--- src/rtl/mlp_sched_pkg.sv ---
// Shared definitions for the image sequencer: state encoding, default
// geometry and the class code stored when a result times out.
package mlp_sched_pkg;

    typedef enum logic [2:0] {
        IDLE     = 3'd0,
        PRIME    = 3'd1,
        STREAM   = 3'd2,
        WAIT_RES = 3'd3,
        FINISH   = 3'd4
    } sched_state_e;

    localparam int DEF_NUM_IMAGES = 32;
    localparam int DEF_IMAGE_SIZE = 64;
    localparam int DEF_ADDR_W     = 13;
    localparam int DEF_DATA_W     = 16;
    localparam int DEF_CLASS_W    = 4;

    // Entry written when the watchdog gives up on a result.
    localparam logic [DEF_CLASS_W-1:0] TIMEOUT_CLASS = '1;

    // Requested image count limited to what the ROM actually holds.
    function automatic logic [7:0] clamp_images(input logic [7:0] req, input int max_n);
        return (int'(req) > max_n) ? 8'(max_n) : req;
    endfunction

endpackage

--- src/rtl/mlp_image_sched_if.sv ---
// Datapath bundle between the sequencer, the image ROM, the layer-1 input
// port and the max-finder result port.
interface mlp_image_sched_if #(
    parameter int ADDR_W  = mlp_sched_pkg::DEF_ADDR_W,
    parameter int DATA_W  = mlp_sched_pkg::DEF_DATA_W,
    parameter int CLASS_W = mlp_sched_pkg::DEF_CLASS_W
);
    logic               rom_en;
    logic [ADDR_W-1:0]  rom_addr;
    logic [DATA_W-1:0]  rom_data;
    logic               x_valid;
    logic [DATA_W-1:0]  x_data;
    logic               res_valid;
    logic [CLASS_W-1:0] res_class;

    // Sequencer side.
    modport master (
        output rom_en, rom_addr, x_valid, x_data,
        input  rom_data, res_valid, res_class
    );

    // ROM / layer / max-finder side.
    modport slave (
        input  rom_en, rom_addr, x_valid, x_data,
        output rom_data, res_valid, res_class
    );
endinterface

--- src/rtl/mlp_sched_result_buf.sv ---
// Packed classification store: one CLASS_W entry per image plus a count of
// entries written since the last clear.
module mlp_sched_result_buf
    import mlp_sched_pkg::*;
#(
    parameter int NUM_IMAGES = DEF_NUM_IMAGES,
    parameter int CLASS_W    = DEF_CLASS_W
) (
    input  logic                          s_axi_aclk,
    input  logic                          s_axi_aresetn,
    input  logic                          clr,
    input  logic                          we,
    input  logic [7:0]                    idx,
    input  logic [CLASS_W-1:0]            wdata,
    output logic [NUM_IMAGES*CLASS_W-1:0] result_buf,
    output logic [7:0]                    result_count
);

    for (genvar i = 0; i < NUM_IMAGES; i++) begin : g_entry
        logic [CLASS_W-1:0] entry_q;

        // Each entry captures the class only when its own index is written.
        always_ff @(posedge s_axi_aclk) begin
            if (!s_axi_aresetn || clr) entry_q <= '0;
            else if (we && idx == 8'(i)) entry_q <= wdata;
        end

        assign result_buf[i*CLASS_W +: CLASS_W] = entry_q;
    end

    // Count of results stored this run.
    always_ff @(posedge s_axi_aclk) begin
        if (!s_axi_aresetn || clr) result_count <= '0;
        else if (we)               result_count <= result_count + 8'd1;
    end

endmodule

--- src/rtl/mlp_image_sched.sv ---
// Image sequencer: streams images from ROM into MLP layer 1, collects one
// classification per image and reports start/busy/done.
// Optional watchdog on the result wait: define MLP_SCHED_WDOG_EN.
module mlp_image_sched
    import mlp_sched_pkg::*;
#(
    parameter int NUM_IMAGES  = DEF_NUM_IMAGES,
    parameter int IMAGE_SIZE  = DEF_IMAGE_SIZE,
    parameter int ADDR_W      = DEF_ADDR_W,
    parameter int DATA_W      = DEF_DATA_W,
    parameter int CLASS_W     = DEF_CLASS_W,
    parameter int WDOG_CYCLES = 4096
) (
    input  logic                          s_axi_aclk,
    input  logic                          s_axi_aresetn,
    input  logic                          start,
    input  logic [7:0]                    num_images,
    mlp_image_sched_if.master             bus,
    output logic                          busy,
    output logic                          done,
    output logic [7:0]                    result_count,
    output logic [NUM_IMAGES*CLASS_W-1:0] result_buf,
    output logic                          timeout_err
);

    // ROM read issue -> ROM data valid -> registered layer input.
    localparam int STAGES = 2;
    // Word counter runs past the last issue until the read pipe has drained,
    // so WAIT_RES never overlaps a live x_valid.
    localparam int             K_W          = $clog2(IMAGE_SIZE + 2);
    localparam logic [K_W-1:0] K_LAST_ISSUE = K_W'(IMAGE_SIZE - 1);
    localparam logic [K_W-1:0] K_DRAINED    = K_W'(IMAGE_SIZE + 1);

    sched_state_e       state, state_nx;
    logic [7:0]         n_q, idx_q, n_clamped;
    logic [ADDR_W-1:0]  base_q, addr_q;
    logic [K_W-1:0]     k_q;
    logic [STAGES:0]    vld_pipe;
    logic [DATA_W-1:0]  x_data_q;
    logic               busy_q, done_q;

    logic               start_acc, issue_en, stream_end, take, last_img, wdog_fire;
    logic [CLASS_W-1:0] take_class;

    assign n_clamped = clamp_images(num_images, NUM_IMAGES);

`ifdef MLP_SCHED_WDOG_EN
    localparam int WD_W = $clog2(WDOG_CYCLES + 1);
    logic [WD_W-1:0] wd_cnt;
    logic            tmo_q;

    // Result-wait watchdog; restarts each time an image finishes streaming.
    always_ff @(posedge s_axi_aclk) begin
        if (!s_axi_aresetn) begin
            wd_cnt <= '0;
            tmo_q  <= 1'b0;
        end else begin
            if (stream_end)            wd_cnt <= '0;
            else if (state == WAIT_RES) wd_cnt <= wd_cnt + 1'b1;
            if (start_acc)      tmo_q <= 1'b0;
            else if (wdog_fire) tmo_q <= 1'b1;
        end
    end

    assign wdog_fire   = (state == WAIT_RES) && !bus.res_valid &&
                         (wd_cnt == WD_W'(WDOG_CYCLES - 1));
    assign timeout_err = tmo_q;
`else
    assign wdog_fire   = 1'b0;
    assign timeout_err = 1'b0;
`endif

    // State register.
    always_ff @(posedge s_axi_aclk) begin
        if (!s_axi_aresetn) state <= IDLE;
        else                state <= state_nx;
    end

    // Next-state logic.
    always_comb begin
        state_nx = state;
        case (state)
            IDLE:     if (start) state_nx = (n_clamped == 8'd0) ? FINISH : PRIME;
            PRIME:    state_nx = STREAM;
            STREAM:   if (stream_end) state_nx = WAIT_RES;
            WAIT_RES: if (take) state_nx = last_img ? FINISH : PRIME;
            FINISH:   state_nx = IDLE;
            default:  state_nx = IDLE;
        endcase
    end

    // Control strobes decoded from the current state.
    always_comb begin
        start_acc  = (state == IDLE) && start;
        issue_en   = (state == PRIME) || ((state == STREAM) && (k_q < K_LAST_ISSUE));
        stream_end = (state == STREAM) && (k_q == K_DRAINED);
        take       = (state == WAIT_RES) && (bus.res_valid || wdog_fire);
        last_img   = (idx_q + 8'd1) == n_q;
        take_class = bus.res_valid ? bus.res_class : CLASS_W'(TIMEOUT_CLASS);
    end

    // Datapath: address generation, read pipe, image bookkeeping, handshake.
    always_ff @(posedge s_axi_aclk) begin
        if (!s_axi_aresetn) begin
            vld_pipe <= '0;
            addr_q   <= '0;
            x_data_q <= '0;
            k_q      <= '0;
            n_q      <= '0;
            idx_q    <= '0;
            base_q   <= '0;
            busy_q   <= 1'b0;
            done_q   <= 1'b0;
        end else begin
            vld_pipe <= {vld_pipe[STAGES-1:0], issue_en};
            if (issue_en)
                addr_q <= (state == PRIME) ? base_q
                                           : base_q + ADDR_W'(k_q) + ADDR_W'(1);
            if (vld_pipe[STAGES-1]) x_data_q <= bus.rom_data;

            if (state == PRIME)       k_q <= '0;
            else if (state == STREAM) k_q <= k_q + 1'b1;

            if (start_acc) begin
                n_q    <= n_clamped;
                idx_q  <= '0;
                base_q <= '0;
            end else if (take) begin
                idx_q  <= idx_q + 8'd1;
                base_q <= base_q + ADDR_W'(IMAGE_SIZE);
            end

            if (start_acc)            busy_q <= 1'b1;
            else if (state == FINISH) busy_q <= 1'b0;
            done_q <= (state == FINISH);
        end
    end

    mlp_sched_result_buf #(
        .NUM_IMAGES (NUM_IMAGES),
        .CLASS_W    (CLASS_W)
    ) u_result_buf (
        .s_axi_aclk    (s_axi_aclk),
        .s_axi_aresetn (s_axi_aresetn),
        .clr           (start_acc),
        .we            (take),
        .idx           (idx_q),
        .wdata         (take_class),
        .result_buf    (result_buf),
        .result_count  (result_count)
    );

    assign bus.rom_en   = vld_pipe[0];
    assign bus.rom_addr = addr_q;
    assign bus.x_valid  = vld_pipe[STAGES];
    assign bus.x_data   = x_data_q;
    assign busy         = busy_q;
    assign done         = done_q;

endmodule

--- src/flat_wrapper.sv ---
// flat-port wrapper written by rule: the top's interface ports become plain ports
module mlp_image_sched_flat import mlp_sched_pkg::*;
#(
    parameter int NUM_IMAGES  = DEF_NUM_IMAGES,
    parameter int IMAGE_SIZE  = DEF_IMAGE_SIZE,
    parameter int ADDR_W      = DEF_ADDR_W,
    parameter int DATA_W      = DEF_DATA_W,
    parameter int CLASS_W     = DEF_CLASS_W,
    parameter int WDOG_CYCLES = 4096
)
  (s_axi_aclk, s_axi_aresetn, start, num_images, busy, done, result_count, result_buf, timeout_err, bus_rom_en, bus_rom_addr, bus_x_valid, bus_x_data, bus_rom_data, bus_res_valid, bus_res_class);
  mlp_image_sched_if #(.ADDR_W(ADDR_W), .DATA_W(DATA_W), .CLASS_W(CLASS_W)) bus_i ();
  input  logic s_axi_aclk;
  input  logic s_axi_aresetn;
  input  logic start;
  input  logic [7:0] num_images;
  output logic busy;
  output logic done;
  output logic [7:0] result_count;
  output logic [NUM_IMAGES*CLASS_W-1:0] result_buf;
  output logic timeout_err;
  output wire logic [$bits(bus_i.rom_en)-1:0] bus_rom_en;
  output wire logic [$bits(bus_i.rom_addr)-1:0] bus_rom_addr;
  output wire logic [$bits(bus_i.x_valid)-1:0] bus_x_valid;
  output wire logic [$bits(bus_i.x_data)-1:0] bus_x_data;
  input wire logic [$bits(bus_i.rom_data)-1:0] bus_rom_data;
  input wire logic [$bits(bus_i.res_valid)-1:0] bus_res_valid;
  input wire logic [$bits(bus_i.res_class)-1:0] bus_res_class;
  assign bus_rom_en = bus_i.rom_en;
  assign bus_rom_addr = bus_i.rom_addr;
  assign bus_x_valid = bus_i.x_valid;
  assign bus_x_data = bus_i.x_data;
  assign bus_i.rom_data = bus_rom_data;
  assign bus_i.res_valid = bus_res_valid;
  assign bus_i.res_class = bus_res_class;
  mlp_image_sched #(.NUM_IMAGES(NUM_IMAGES), .IMAGE_SIZE(IMAGE_SIZE), .ADDR_W(ADDR_W), .DATA_W(DATA_W), .CLASS_W(CLASS_W), .WDOG_CYCLES(WDOG_CYCLES)) u_core (.s_axi_aclk(s_axi_aclk), .s_axi_aresetn(s_axi_aresetn), .start(start), .num_images(num_images), .bus(bus_i), .busy(busy), .done(done), .result_count(result_count), .result_buf(result_buf), .timeout_err(timeout_err));
endmodule
--- config.mk ---
export PLATFORM = sky130hd
export DESIGN_NAME = mlp_image_sched_flat
export DESIGN_NICKNAME = d
export VERILOG_FILES = /design/src/rtl/mlp_sched_pkg.sv /design/src/rtl/mlp_image_sched_if.sv /design/src/rtl/mlp_sched_result_buf.sv /design/src/rtl/mlp_image_sched.sv /design/src/flat_wrapper.sv
export SDC_FILE = /design/constraint.sdc
export NUM_CORES = 1
export LEC_CHECK = 0
export ABC_AREA = 0
export CAP_MARGIN = 20
export CORE_MARGIN = 4
export CORE_UTILIZATION = 49
export DETAILED_ROUTE_END_ITERATION = 10
export PLACE_DENSITY_LB_ADDON = 0.12
export SYNTH_ARGS = -nofsm -noshare
export SYNTH_HDL_FRONTEND = slang
export SYNTH_HIERARCHICAL = 1
export SYNTH_SLANG_ARGS = --single-unit
--- constraint.sdc ---
create_clock -name s_axi_aclk -period 3.3 [get_ports s_axi_aclk]
set_clock_uncertainty 0.05 [all_clocks]
set_input_delay 0.495 -clock s_axi_aclk [delete_from_list [all_inputs] [get_ports s_axi_aclk]]
set_output_delay 0.495 -clock s_axi_aclk [all_outputs]
set_load 0.05 [all_outputs]
# Word level (Yosys, flattened, before mapping)
# Cells that the tools add are included.
# W data, S select, Z words.
dict set report word_totals {
  elab_cells 149
  reg_bits 209
}
dict set report classes {
  eq_ne 40
  mux 11
  bitwise_logic 1
  n_reduce_logical 46
  addsub 6
  order_cmp 2
}
# cell n
set ops {}
lappend ops {{$eq A8 B5 Y1 const B} 16}
lappend ops {{$eq A8 B4 Y1 const B} 8}
lappend ops {{$logic_and A1 B1 Y1} 36}
lappend ops {{$eq A8 B3 Y1 const B} 4}
lappend ops {{$add A8 B1 Y8 const B} 2}
lappend ops {{$eq A8 B2 Y1 const B} 2}
lappend ops {{$logic_not A8 Y1} 2}
lappend ops {{$mux W3} 5}
lappend ops {{$add A13 B1 Y13 const B} 1}
lappend ops {{$add A13 B7 Y13} 1}
lappend ops {{$add A13 B7 Y13 const B} 1}
lappend ops {{$mux W13} 1}
lappend ops {{$pmux W3 S4} 1}
lappend ops {{$eq A8 B1 Y1 const B} 1}
lappend ops {{$eq A8 B8 Y1} 1}
lappend ops {{$gt A8 B6 Y1 const B} 1}
lappend ops {{$mux W8} 1}
lappend ops {{$add A7 B1 Y7 const B} 1}
lappend ops {{$eq A7 B7 Y1 const B} 1}
lappend ops {{$lt A7 B6 Y1 const B} 1}
lappend ops {{$eq A3 B2 Y1 const B} 2}
lappend ops {{$mux W4} 1}
lappend ops {{$ne A2 B2 Y1 const B} 2}
lappend ops {{$reduce_or A2 Y1} 2}
lappend ops {{10 further kinds} 12}

# Logic depth before layout (Yosys ltp)
# Gate-level depths: netlist (run 1).
dict set report depth {
  ltp_word 6
  ltp_mapped 10
  mapped_depth_nobuf 7
}

# By module
# The synthesis (run 1) kept the hierarchy.
# mod seq_area_each_um2 instances area_each_um2 cells_per_inst
set by_module_without_submodules {}
lappend by_module_without_submodules {mlp_sched_result_buf 2722.6 1 5206.2 508}
lappend by_module_without_submodules {mlp_image_sched 1341.3 1 3024.2 332}

# Least setup slack after synthesis (run 1)
# OpenSTA, ideal clock, no wires.
dict set report synth_path {
  kind {reg2reg}
  startpoint {register u_core.state[1]}
  endpoint {register u_core.u_result_buf.g_entry[0].entry_q[0]}
  path_stages_with_launch 10
  arrival_time_ps 2200
  setup_slack_ps 918
  t_required_ps 3118
  cell_sequence {dfxtp_1 nor2b_1 and3_1 clkbuf_1 buf_2 buf_2 nor4b_4 buf_2 nand3_1 mux2i_1}
}
dict set report synth_via {
  elab_chain_cells 3
  word_cells_on_any_way 6
  cone_classes {1 x eq/ne; 5 x reduce/logical}
}
# element line_no
set synth_lines {}
lappend synth_lines {{start: declaration} mlp_image_sched.sv:34} ;# sched_state_e state, state_nx;
lappend synth_lines {{start signal: assignment} mlp_image_sched.sv:76} ;# else state <= state_nx;
lappend synth_lines {{$eq A3 B2 Y1} mlp_image_sched.sv:97} ;# take = (state == WAIT_RES) && (bus.res_valid || wdog_fire);
lappend synth_lines {{$logic_and A1 B1 Y1} mlp_image_sched.sv:97}
lappend synth_lines {{named net u_core.take} mlp_image_sched.sv:42} ;# logic start_acc, issue_en, stream_end, take, last_img, wdog_fire;
lappend synth_lines {{$logic_and A1 B1 Y1} mlp_sched_result_buf.sv:25} ;# else if (we && idx == 8'(i)) entry_q <= wdata;
lappend synth_lines {{end signal: assignment} mlp_sched_result_buf.sv:25}
lappend synth_lines {{end: declaration} mlp_sched_result_buf.sv:20} ;# logic [CLASS_W-1:0] entry_q;
# The timed path passes the listed nets, and every way through them passes these cells.
# A chain may end at the register's enable or synchronous reset.

# Final worst setup path (run 1)
dict set report layout_path {
  startpoint {register u_core.idx_q[1]}
  endpoint {register u_core.state[0]}
}
dict set report layout_via {
  elab_chain_cells 5
}
# element line_no
set layout_lines {}
lappend layout_lines {{start: declaration} mlp_image_sched.sv:35} ;# logic [7:0] n_q, idx_q, n_clamped;
lappend layout_lines {{start signal: assignment} mlp_image_sched.sv:129} ;# idx_q <= idx_q + 8'd1;
lappend layout_lines {{$add A8 B1 Y8} mlp_image_sched.sv:98} ;# last_img = (idx_q + 8'd1) == n_q;
lappend layout_lines {{$eq A8 B8 Y1} mlp_image_sched.sv:98}
lappend layout_lines {{$mux W3 (2 in a row)} mlp_image_sched.sv:86} ;# WAIT_RES: if (take) state_nx = last_img ? FINISH : PRIME;
lappend layout_lines {{$pmux W3 S4} mlp_image_sched.sv:82} ;# case (state)
# No other way between the ends. The select of a mux whose other input is x is not followed.

==> reports/summary.txt, run 1 <==
Slew Viols, Final - 0
number of hold buffers added after CTS - 0
combinational fraction of design power - 0.080
Placement Cell Area - 10,400 um^2
most frequent cells in the layout - 203 x dfxtp_1, 200 x clkdlybuf4s50_1, 150 x nand2_1
commonest non-fill, non-tap cell in the layout - dfxtp_1
sequential share of the synthesized area - 0.494
slowest cell delay on critical path - 0.55 ns
Num CTS Buffers - 22
global-route usage over all layers - 0.217
DRC Markers - 0
Finish-stage setup viols - 0
number of synthesized flops with an enable pin - 0
DR iter-0 viols - 354
height of the die - 138 um
sequential cell area - 4060 um^2
R2R setup slack - 0.92 ns
Post-Syn Area - 8230 um^2
DRT Wirelength - 20,900 um
DR pass1 iterations - 4
r2r worst-path depth - 6
CP Capture Type - flop
WP data arrival - 2.69 ns
Synth-to-Final Area Change - 35.6%
Hold Path End - u_core/u_result_buf/g_entry[24].entry_q[3]
Max Fanout on Critical Path - 12
hold slack - 0.409 ns
cell family with most CP delay - compound AO/OA/AOI/OAI gates
final hold vios - 0
Vias per Instance - 5.19
Initial Util - 0.498
clock tree root buffer cell - clkbuf_16
critical setup path kind - reg2reg
FFs w/ async S/R, synth - 0
GPL Wtd Cong - 0.763
die area - 18,900 um^2
CTS tree - built
ys flop type - dfxtp_1
crit start category - flop
worst flop-to-flop path endpoint - u_core/state[0]
Post-DRT Antenna Nets - 0
sw frac - 0.233
RSZ-0062 raised after global routing - no
CTS sink count - 203
initial antenna violation count - 0
post-CTS sizing - 0
mean area per synthesized cell - 9.80 um^2
IO Pins - 202
HPWL Detailed - 14,400 um
Design Area, Final - 11,200 um^2
clock share of power - 0.453
RR Startpoint - u_core/idx_q[1]
status - complete, no violations
Syn Nets - 878
Core Util, Final - 0.675
Tmin final - 2.38 ns
leak pwr - 4.84 nW
Data required, critical path - 3.61 ns
Port Buf Inserts - 200
Mapped Cells - 840
Worst Setup SP - u_core/idx_q[1]
Post-CTS Setup Inserts - 0
final setup TNS - 0 ns
HP Start - u_core/u_result_buf/g_entry[24].entry_q[3]
CP max stage cell - dfxtp_1
Reg clk slew, reported paths - 0.06 ns
max-cap viol count - 0
switching power - 1.26 mW
vias post-DR - 6,545
Synth Register Bits - 203
post-synth cell types - 50
die span in x - 138 um
first-pass GRT wire length - 33,300 um
# nets final - 1,062
yosys warns - 6
Peak Freq - 420 MHz
vias in the first global route - 6,355
sequential share of power - 0.467
H-tree depth - 1
largest net degree at the start of global routing - 74
HP Class - reg2reg
worst path buffer plus inverter count - 0
Pwr Density - 482 nW/um^2
core area - 16,500 um^2
critical path cell sequence - ha_1, or3b_2, a211oi_1, nor3_1, a2111oi_2, o21ai_0
Worst VDD drop - 0.363 mV
hold path depth - 2
Worst Max-Slew Pin Slew - 0.904 ns
fin crit share - 0.721
relative slew slack - 0.396
std cell rows - 47
gr ovfl total - 0
share of cells above drive strength 1 - 0.0721
P_int - 4.13 mW
Multi-input gate area - 3910 um^2
worst skew pair latency - 0.49 ns
Fillers - 1,337
routed len/inst - 16.6 um
deepest clock path buffer count - 3
Power, Total - 5.38 mW
==> state kept, by name (all words and copies together), names as in the netlist, 3 cells and up <==
signal / cells
u_core/base_q: 7
u_core/bus.rom_addr: 13
u_core/bus.x_data: 16
u_core/idx_q: 8
u_core/k_q: 7
u_core/n_q: 8
u_core/state: 3
u_core/u_result_buf/g_entry.entry_q: 128
u_core/u_result_buf/result_count: 8
u_core/vld_pipe: 3
==> power by group through the flow <==
stage	combinational [mW]	clock [mW]	sequential [mW]
2_1_floorplan	0.190	0	2.65
3_3_place_gp	0.432	0	2.57
3_5_place_dp	0.431	0	2.57
4_1_cts	0.433	2.48	2.51
5_1_grt	0.462	2.60	2.52
6_report	0.431	2.44	2.51
==> through the flow <==
stage / cells / worst slack [ns]
floorplan: 840 / 0.918
global placement: 1220 / 0.634
detailed placement: 1220 / 0.607
CTS: 1260 / 0.908
global route: 1260 / 0.727
finish: 1261 / 0.922
==> worst min-delay path: stages, from the launching register on <==
cell and delay [ns]:
dfxtp_1 0.31, nand2_1 0.05, mux2i_1 0.05
==> layout make-up <==
type	count	area share
sequential	203	0.364
clock buffer	36	0.0649
clock inverter	4	0.00179
inverter	7	0.00235
tap	220	0.0247
antenna	1	0.000224
multi-input combinational	576	0.351
timing repair buffer	214	0.191
==> per-layer routing <==
metal / part of all wire / global-route usage / vias to the layer above
met3: 0.072 / 0.0467 / 21
met1: 0.48 / 0.315 / 3076
li1: - / - / 3268
met4: 0.012 / 0.0477 / 0
met5: 0 / 0 / -
met2: 0.44 / 0.331 / 180
==> worst max path at each step <==
stage,slack [ns],endpoint,cells after the start
final,0.92,u_core/state[0],6
after global routing,0.73,u_core/u_result_buf/g_entry[0].entry_q[2],8
after CTS,0.91,u_core/u_result_buf/g_entry[0].entry_q[2],8
after detailed placement,0.61,u_core/u_result_buf/g_entry[11].entry_q[3],6
after global placement,0.63,u_core/u_result_buf/g_entry[11].entry_q[3],6
after floorplan,0.92,u_core/u_result_buf/g_entry[0].entry_q[0],9
==> synthesized netlist by cell type (2+ instances only) <==
cell | n | share of area
dfxtp_1 | 203 | 0.49
nand2_1 | 150 | 0.068
mux2i_1 | 147 | 0.18
nor2_1 | 60 | 0.027
clkbuf_1 | 38 | 0.017
nand3_1 | 23 | 0.014
xnor2_1 | 20 | 0.021
xor2_1 | 20 | 0.021
a21oi_1 | 15 | 0.0091
nand4_2 | 14 | 0.021
o21ai_0 | 14 | 0.0085
nand4_1 | 13 | 0.0099
buf_2 | 10 | 0.0061
nor3_1 | 10 | 0.0061
and2_1 | 8 | 0.0061
a211oi_1 | 7 | 0.0064
inv_1 | 7 | 0.0032
nand2b_1 | 7 | 0.0053
nor2b_1 | 7 | 0.0053
and3_1 | 6 | 0.0046
ha_1 | 6 | 0.0091
nor3b_1 | 6 | 0.0055
or3_1 | 6 | 0.0046
buf_4 | 5 | 0.0046
a22o_1 | 4 | 0.0043
and3b_1 | 3 | 0.0032
and4_1 | 3 | 0.0032
a41oi_1 | 2 | 0.0021
nor4_1 | 2 | 0.0015
or2_2 | 2 | 0.0015
or3b_2 | 2 | 0.0021
or4_1 | 2 | 0.0018
==> logic make-up (layout without fill, tap and decap cells) <==
group / after synthesis / after routing / synth area share
buffers and inverters: 61 / 261 / 0.0316
AOI/OAI and AO/OA: 52 / 52 / 0.0433
muxes: 147 / 147 / 0.179
xor gates and xnor gates: 40 / 40 / 0.0426
adders and majority gates: 6 / 6 / 0.00912
DFF: 203 / 203 / 0.494
other: 1 / 2 / 0.000456
and+or+nand+nor: 330 / 330 / 0.200
Power figures use the tool's default switching activity.
==> inputs of run 2 (changes only) <==
==> constraint.sdc (replaced) <==
create_clock -name s_axi_aclk -period 2.2 [get_ports s_axi_aclk]
set_clock_uncertainty 0.05 [all_clocks]
set_input_delay 0.33 -clock s_axi_aclk [delete_from_list [all_inputs] [get_ports s_axi_aclk]]
set_output_delay 0.33 -clock s_axi_aclk [all_outputs]
set_load 0.05 [all_outputs]
==> run 2 against run 1 <==
Against the previous run: wire length shrank 1.4%; total power grew 51%; sequential power grew 50%.
==> reports/summary.txt, run 2 (synthesis gave the netlist of run 1 again) <==
status - complete, no violations
critical path cell sequence - clkdlybuf4s50_1
Peak Freq - 474 MHz
DRC Markers - 0 (unchanged)
sequential share of power - 0.463 (-0.004)
Vias per Instance - 5.14 (-0.92%)
relative slew slack - 0.614 (+0.218)
commonest non-fill, non-tap cell in the layout - dfxtp_1
Post-DRT Antenna Nets - 0 (unchanged)
Worst Setup SP - u_core/u_result_buf/result_count[3]
fin crit share - 0.960
leak pwr - 5.15 nW (+6.5%)
initial antenna violation count - 0 (unchanged)
HP Class - in2reg
critical path depth in cells - 1 (-5)
final hold vios - 0 (unchanged)
combinational fraction of design power - 0.085 (+0.005)
placed cell count - 1,258 (+3.1%)
switching power - 1.88 mW (+49%)
max reg flops - 128 (unchanged)
DRT Wirelength - 20,600 um (-1.4%)
Tmin final - 2.11 ns
Power, Total - 8.11 mW (+51%)
cell family with most CP delay - buffers and inverters
Multi-input gate area - 4030 um^2 (+2.9%)
slowest cell delay on critical path - 0.84 ns (+0.29 ns)
CTS sink count - 203 (unchanged)
die area - 18,900 um^2 (unchanged)
Data required, critical path - 1.82 ns (-1.79 ns)
R2R setup slack - 0.19 ns (-0.73 ns)
# nets final - 1,100 (+3.6%)
P_int - 6.23 mW (+51%)
WP data arrival - 1.73 ns (-0.96 ns)
height of the die - 138 um (unchanged)
Slew Viols, Final - 0 (unchanged)
deepest clock path buffer count - 3 (unchanged)
worst skew pair latency - 0.49 ns (about the same)
Synth-to-Final Area Change - 41.1%
RSZ-0062 raised after global routing - no
critical setup path kind - reg2out
CP Capture Type - output pin
CP endpoint - result_count[3]
largest net degree at the start of global routing - 95 (+28%)
vias post-DR - 6,670 (+1.9%)
Fillers - 1,302 (-2.6%)
first-pass GRT wire length - 32,900 um (-1.2%)
crit start category - flop
Pwr Density - 698 nW/um^2 (+45%)
core area - 16,500 um^2 (unchanged)
Worst VDD drop - 0.559 mV (+54%)
most frequent cells in the layout - 201 x dfxtp_1, 199 x clkdlybuf4s50_1, 150 x nand2_1
std cell rows - 47 (unchanged)
Reg clk slew, reported paths - 0.06 ns (about the same)
CP max stage cell - clkdlybuf4s50_1
share of cells above drive strength 1 - 0.110 (+0.0384)
HPWL Detailed - 14,600 um (+1.6%)
Worst Max-Slew Pin Slew - 0.577 ns (-0.327 ns)
sequential cell area - 4070 um^2 (about the same)
worst flop-to-flop path endpoint - u_core/state[0]
IO Pins - 202 (unchanged)
r2r worst-path depth - 6 (unchanged)
Port Buf Inserts - 200 (unchanged)
H-tree depth - 1 (unchanged)
sw frac - 0.231 (-0.00194)
Biggest register - u_core/u_result_buf/g_entry.entry_q
GPL Wtd Cong - 0.815 (+6.8%)
clock share of power - 0.451 (-0.002)
post-route insts no fill - 1,297 (+2.9%)
ant diodes - 0 (-1)
Max Fanout on Critical Path - 5 (-7)
Finish-stage setup viols - 0 (unchanged)
CTS tree - built
Post-CTS Setup Inserts - 0 (unchanged)
Initial Util - 0.498 (unchanged)
gr ovfl total - 0 (unchanged)
Num CTS Buffers - 22 (unchanged)
worst path buffer plus inverter count - 1 (+1)
global-route usage over all layers - 0.214 (-0.00299)
clock tree root buffer cell - clkbuf_16
routed len/inst - 15.9 um (-4.1%)
max-cap viol count - 0 (unchanged)
vias in the first global route - 6,407 (+0.82%)
die span in x - 138 um (unchanged)
DR iter-0 viols - 332 (-6.2%)
DR pass1 iterations - 4 (unchanged)
RR Startpoint - u_core/idx_q[0]
==> run 2: changes by cell type in the layout (fill, tap and decap cells not counted), sizes merged <==
cell	change
dlymetal6s2s	+1
clkbuf	-2
buf	+38
bufinv	+1
clkdlybuf4s50	-1
diode	-1
==> run 2: repair_timing <==
action / 4_1_cts / 5_1_grt
setup endpoints to repair: 0 / 2
resized for setup: 0 / 1
hold buffers: 0 / 0
==> run 2: area by class of cell <==
| type | count | share of cell area |
|---|---|---|
| clock buffer | 34 | 0.0591 |
| clock inverter | 5 | 0.00431 |
| inverter | 7 | 0.00226 |
| multi-input combinational | 576 | 0.347 |
| sequential | 203 | 0.350 |
| tap | 220 | 0.0237 |
| timing repair buffer | 252 | 0.214 |
==> run 2: metal layers <==
| layer | routed length (um) | vias to the layer above | GRT usage | part of all wire |
|---|---|---|---|---|
| met4 | 348 | 0 | 0.0493 | 0.017 |
| met2 | 9250 | 185 | 0.329 | 0.45 |
| met3 | 1430 | 26 | 0.0511 | 0.069 |
| li1 | - | 3338 | - | - |
| met5 | 0 | - | 0 | 0 |
| met1 | 9620 | 3121 | 0.305 | 0.47 |
==> run 2: worst min path at each step <==
stage / slack, ns / endpoint / cells past startpoint / from
CTS: 0.39 / u_core/n_q[1] / 2 / num_images[1]
floorplan: 0.40 / u_core/n_q[7] / 1 / u_core/n_q[7]
detailed placement: 0.40 / u_core/u_result_buf/g_entry[28].entry_q[3] / 2 / u_core/u_result_buf/g_entry[28].entry_q[3]
finish: 0.40 / u_core/bus.x_data[0] / 3 / bus_rom_data[0]
global route: 0.40 / u_core/n_q[1] / 2 / num_images[1]
global placement: 0.39 / u_core/u_result_buf/g_entry[0].entry_q[0] / 2 / u_core/u_result_buf/g_entry[0].entry_q[0]
==> run 2: power groups by stage <==
stage / Clock (mW) / Sequential [mW] / Combinational [mW]
floorplan: 0 / 3.97 / 0.289
global placement: 0 / 3.84 / 0.692
detailed placement: 0 / 3.84 / 0.695
CTS: 3.74 / 3.76 / 0.698
global route: 3.89 / 3.76 / 0.742
finish: 3.66 / 3.76 / 0.693
==> run 2: stage by stage <==
| step | instance area (um^2) | worst slack [ns] | setup TNS [ns] | utilization | hold WS [ns] |
|---|---|---|---|---|---|
| after floorplan | 8370 | 0.00104 | 0 | - | 0.400 |
| after global placement | 10900 | -0.0209 | -0.152 | 0.658 | 0.394 |
| after detailed placement | 10900 | -0.0164 | -0.0500 | 0.658 | 0.401 |
| after CTS | 11600 | 0.0511 | 0 | 0.703 | 0.389 |
| after global routing | 11600 | 0.0169 | 0 | 0.703 | 0.400 |
| final | 11600 | 0.0891 | 0 | 0.703 | 0.405 |
